--- src/rtl/mux_rr_pkg.sv ---
// Shared mode encodings and index helpers for the round-robin selector stage.
package mux_rr_pkg;

    localparam logic MODE_FIXED = 1'b0;
    localparam logic MODE_RR    = 1'b1;

    // Increment modulo n; n need not be a power of two.
    function automatic int unsigned mod_inc(input int unsigned idx, input int unsigned n);
        return (idx + 32'd1 >= n) ? 32'd0 : idx + 32'd1;
    endfunction

endpackage

--- src/rtl/rr_arbiter.sv ---
// Combinational rotating priority encoder: first requester at or after ptr wins.
module rr_arbiter #(
    parameter int CHANNELS = 4,
    parameter int SEL_W    = $clog2(CHANNELS)
) (
    input  logic [CHANNELS-1:0] req,
    input  logic [SEL_W-1:0]    ptr,
    output logic                gnt_valid,
    output logic [SEL_W-1:0]    gnt_idx
);

    localparam int IW = SEL_W + 1;

    logic [IW-1:0]    rot_sum [CHANNELS];
    logic [SEL_W-1:0] rot_idx [CHANNELS];

    // rot_idx[k] is the channel visited k steps after ptr; ptr < CHANNELS so one subtract wraps.
    for (genvar gi = 0; gi < CHANNELS; gi++) begin : g_rot
        assign rot_sum[gi] = {1'b0, ptr} + IW'(gi);
        assign rot_idx[gi] = (rot_sum[gi] >= IW'(CHANNELS))
                           ? SEL_W'(rot_sum[gi] - IW'(CHANNELS))
                           : rot_sum[gi][SEL_W-1:0];
    end

    always_comb begin
        gnt_valid = 1'b0;
        gnt_idx   = '0;
        for (int k = CHANNELS - 1; k >= 0; k--) begin
            if (req[rot_idx[k]]) begin
                gnt_valid = 1'b1;
                gnt_idx   = rot_idx[k];
            end
        end
    end

endmodule

--- src/rtl/mux_rr_stage.sv ---
// N:1 valid/ready selector with fixed-select and round-robin modes into one output register.
module mux_rr_stage
    import mux_rr_pkg::*;
#(
    parameter int WIDTH    = 8,
    parameter int CHANNELS = 4,
    parameter int SEL_W    = $clog2(CHANNELS)
) (
    input  logic                      clk,
    input  logic                      rst_n,
    input  logic                      mode,
    input  logic [SEL_W-1:0]          sel,
    input  logic [CHANNELS-1:0]       in_valid,
    input  logic [CHANNELS*WIDTH-1:0] in_data,
    output logic [CHANNELS-1:0]       in_ready,
    output logic                      out_valid,
    output logic [WIDTH-1:0]          out_data,
    output logic [SEL_W-1:0]          out_sel,
    input  logic                      out_ready
);

    localparam int VP = 1 << SEL_W;

    logic             out_valid_reg;
    logic [WIDTH-1:0] out_data_reg;
    logic [SEL_W-1:0] out_sel_reg;
    logic [SEL_W-1:0] rr_ptr_reg;

    logic             load_en;
    logic             rr_valid;
    logic [SEL_W-1:0] rr_idx;
    logic [VP-1:0]    valid_pad;
    logic             fixed_valid;
    logic             gnt_valid;
    logic [SEL_W-1:0] gnt_idx;
    logic [WIDTH-1:0] ch_data [CHANNELS];

    rr_arbiter #(.CHANNELS(CHANNELS), .SEL_W(SEL_W)) u_arb (
        .req       (in_valid),
        .ptr       (rr_ptr_reg),
        .gnt_valid (rr_valid),
        .gnt_idx   (rr_idx)
    );

    // Zero-padding to 2**SEL_W entries makes any sel >= CHANNELS read as "not valid".
    assign valid_pad   = VP'(in_valid);
    assign fixed_valid = valid_pad[sel];

    assign gnt_valid = (mode == MODE_RR) ? rr_valid : fixed_valid;
    assign gnt_idx   = (mode == MODE_RR) ? rr_idx   : sel;
    assign load_en   = !out_valid_reg | out_ready;

    for (genvar gi = 0; gi < CHANNELS; gi++) begin : g_ch
        assign ch_data[gi]  = in_data[gi*WIDTH +: WIDTH];
        assign in_ready[gi] = rst_n & load_en & gnt_valid & (gnt_idx == SEL_W'(gi));
    end

    always_ff @(posedge clk or negedge rst_n) begin
        if (!rst_n) begin
            out_valid_reg <= 1'b0;
            out_data_reg  <= '0;
            out_sel_reg   <= '0;
            rr_ptr_reg    <= '0;
        end else if (load_en) begin
            if (gnt_valid) begin
                out_valid_reg <= 1'b1;
                out_data_reg  <= ch_data[gnt_idx];
                out_sel_reg   <= gnt_idx;
                if (mode == MODE_RR)
                    rr_ptr_reg <= SEL_W'(mod_inc(32'(gnt_idx), CHANNELS));
            end else begin
                out_valid_reg <= 1'b0;
            end
        end
    end

    assign out_valid = out_valid_reg;
    assign out_data  = out_data_reg;
    assign out_sel   = out_sel_reg;

endmodule

--- config.mk ---
export PLATFORM = sky130hd
export DESIGN_NAME = mux_rr_stage
export DESIGN_NICKNAME = d
export VERILOG_FILES = /design/src/rtl/mux_rr_pkg.sv /design/src/rtl/rr_arbiter.sv /design/src/rtl/mux_rr_stage.sv
export SDC_FILE = /design/constraint.sdc
export NUM_CORES = 1
export LEC_CHECK = 0
export CAP_MARGIN = 20
export CORE_MARGIN = 8
export CORE_UTILIZATION = 35
export CTS_CLUSTER_SIZE = 12
export DETAILED_ROUTE_END_ITERATION = 10
export MAX_ROUTING_LAYER = met4
export PLACE_DENSITY = 0.8
export SYNTH_ARGS = -nofsm -noshare
export SYNTH_HDL_FRONTEND = slang
export SYNTH_HIERARCHICAL = 1
export SYNTH_SLANG_ARGS = --single-unit
--- constraint.sdc ---
create_clock -name clk -period 2.6 [get_ports clk]
set_input_delay 0.52 -clock clk [delete_from_list [all_inputs] [get_ports clk]]
set_output_delay 0.52 -clock clk [all_outputs]
set_load 0.02 [all_outputs]
==> qor.csv, run 1 <==
stage,metric,value,unit
status,status,finished clean,
routing,post-route-drc-count,0,
logic_synthesis,netlist.area_leader.share,32.02,%
sta,fin_crit_sh,98.68,%
sta,tightest_slew,286.9,ps
cells_and_area,filler_cell_count,230,
cells_and_area,finalNetCount,219,
logic_synthesis,synth_top_area_cell,dfrtp_1,
place,placed_area,0.001757,mm²
worst_hold_path,whs_path_depth,1,
place,place_ws,-647.2,ps
clock_network,h-tree-depth,1,
critical_path,critical_path.startpoint_type,input port,
cells_and_area,layout-drive-gt1-share,41.28,%
worst_hold_path,min_to,out_data[1]$_DFFE_PN0P_,
logic_synthesis,syn_nets,132,
critical_path,path_delay_family,buffers and inverters,
routing,vias,1015,
critical_path,critPathSlowestCell,a211oi_4,
routing,first_pass_iters,4,
floorplan,die_width,69.88,µm
logic_synthesis,syn_inst,86,
critical_path,r2r_start,rr_ptr_reg[0]$_DFFE_PN0P_,
floorplan,core-area,0.002758,mm²
global_route,antenna_found_initial,0,
sta,fmax,0.3898,GHz
floorplan,core.rowCount,19,
logic_synthesis,syn_area_per_cell,11.81,µm²
cells_and_area,mostFrequentLayoutCells,"clkdlybuf4s50_1 (46), buf_4 (28), mux2i_1 (25), dfrtp_1 (11), mux2_4 (6)",
global_route,grt_first_pass_wirelength,5.637,mm
logic_synthesis,seq_area_frac_synth,32.02,%
sta,setup_ws,34.38,ps
routing,wire_per_inst,16.48,µm
worst_hold_path,holdCritStartpoint,out_data[1]$_DFFE_PN0P_,
clock_network,cts_hold_buf,0,
floorplan,io_pins,57,
critical_path,r2r_slack,440,ps
sta,finalHoldViolCount,0,
logic_synthesis,netlist_area,0.001016,mm²
cells_and_area,fin_util,68.10,%
cells_and_area,multi_input_area,705.7,µm²
sta,slew_viol_final,0,
critical_path,path_buf_inv,4,
sta,period_needed,2566,ps
job,max_cap_violations,0,
routing,first_iter_violations,16,
critical_path,crit_arrival,2050,ps
worst_hold_path,hold_class,reg -> reg,
logic_synthesis,synth_cell_type_count,24,
global_route,grt_pass1_vias,1193,
place,io_buffers,56,
critical_path,cpPeakStageDelay,300,ps
clock_network,cts_buffers,3,
global_route,grtUsageTotal,14.18,%
logic_synthesis,yosysWarnings,6,
sta,rsz0062_at_grt,true,
power_and_ir_drop,ir_worst_vdd,0.5671,mV
power_and_ir_drop,p_leak,0.9023,nW
cells_and_area,largest_reg_flops,8,
cells_and_area,syn_to_final_growth,84.85,%
floorplan,die-area,0.004883,mm²
clock_network,cts_buffer_depth,2,
floorplan,start_util,36.84,%
critical_path,crit_path_end_kind,output pin,
critical_path,critical_path.max_fanout,3,
cells_and_area,design_area,0.001878,mm²
clock_network,worstSkewPairLatency,280,ps
logic_synthesis,ys_seq_elements,13,
routing,drt-total-wl,3.345,mm
critical_path,path_cells,"dlygate4sd2_1, buf_4, a211oi_4, mux2i_4, buf_6, ha_1, and3_2, buf_4",
cells_and_area,n_antenna_cell,0,
cells_and_area,regArea,327.8,µm²
critical_path,rr_endpoint,out_data[2]$_DFFE_PN0P_,
critical_path,worstRegToRegCells,9,
critical_path,cp.required,2080,ps
sta,setup_viol,0,
sta,slew_headroom,80.62,%
logic_synthesis,ys_top_cells_by_area,"dfrtp_1 (32%), mux2i_1 (27%), mux2_4 (8.9%), mux2_2 (5.5%), ha_1 (4.9%)",
place,place.gp.congestion,0.7868,
clock_network,cts.sink_count,13,
clock_network,root_buffer,clkbuf_4,
clock_network,clk_pin_slew,70,ps
critical_path,criticalPathCategory,in -> out,
floorplan,die_h,69.88,µm
global_route,grt_max_degree,13,
routing,drt-vias-per-instance,5.000,
power_and_ir_drop,p_per_area,683.4,mW/mm²
sta,hold_ws,508.4,ps
sta,fin_skew,15.98,ps
cells_and_area,layout_commonest_cell,clkdlybuf4s50_1,
place,dp_hpwl,2.732,mm
routing,ant_nets,0,
critical_path,crit_top_cell,buf_4,
global_route,grt_remaining_overflow,0,
clock_network,cts_tree,built,
-- cell usage after synthesis --
library cell  instances
a211oi_1              1
a211oi_2              1
a21oi_1               1
a21oi_4               1
and2b_1               1
and3_2                4
buf_2                 1
buf_4                 1
buf_6                 2
dfrtp_1              13
ha_1                  4
inv_1                 2
mux2_2                5
mux2_4                6
mux2i_1              27
mux4_2                1
nand2_1               3
nand2b_1              2
nand2b_2              1
nand3b_1              1
nor2_1                5
nor3b_1               1
o21ai_0               1
o41ai_1               1
-- cell type report --
cell class | count | share of cell area [%]
Sequential cell | 13 | 17.46
Timing Repair Buffer | 86 | 41.11
Multi-Input combinational cell | 67 | 37.57
Clock buffer | 4 | 1.399
Tap cell | 31 | 2.065
Inverter | 2 | 0.3997
-- per-stage QoR --
stage / setup TNS [ps] / cells / total power, mW
floorplan: 0 / 86 / 0.7067
global placement: -2845 / 192 / 1.033
detailed placement: -3314 / 192 / 1.053
CTS: 0 / 200 / 1.252
global route: -31.78 / 203 / 1.361
finish: 0 / 203 / 1.283
-- worst max-delay path by stage --
stage	start	cells past startpoint	endpoint
final	in_valid[0]	8	in_ready[2]
after global routing	in_valid[0]	8	in_ready[2]
after CTS	rr_ptr_reg[1]$_DFFE_PN0P_	9	in_ready[0]
after detailed placement	in_valid[3]	10	in_ready[2]
after global placement	in_valid[3]	8	in_ready[2]
after floorplan	in_valid[3]	8	in_ready[2]
-- logic make-up after synthesis --
family / synth area share, %
flip-flops: 32.02
AND/OR/NAND/NOR: 10.22
buffers and inverters: 4.187
AO/OA/AOI/OAI: 5.418
adder cells (fa/ha/maj): 4.926
multiplexers: 43.23
-- worst register-to-register path: cells and delay by family (launching register included) --
family	cells	cell delay (ps)
flops	1	430
compound gates	1	110
mux	5	1010
buf+inv	3	500
-- repair_timing --
item                       CTS  global route
setup endpoints to repair    4             4
buffers inserted             4             3
pin swaps                    1             4
resized for setup           35            13
-- power by group --
group | internal [mW] | total [mW] | switching (mW)
clock network | 0.0595 | 0.126 | 0.0670
logic | 0.477 | 0.816 | 0.339
registers | 0.282 | 0.341 | 0.0592
-- per-layer routing --
layer	part of all wire, %	wire (µm)	track usage, %	vias up
met5	0	0	-	-
met4	1.6	52	4.241	0
met3	5.6	188	4.520	6
met2	52	1725	24.47	37
met1	41	1379	15.12	483
li1	-	-	-	489
Power figures use the tool's default switching activity.
==> run 2: changes to the inputs <==
Settings changed: HOLD_SLACK_MARGIN set to 0.1.
==> results of run 2 <==
The final DEF is identical to that of run 1; final timing and power are the same.
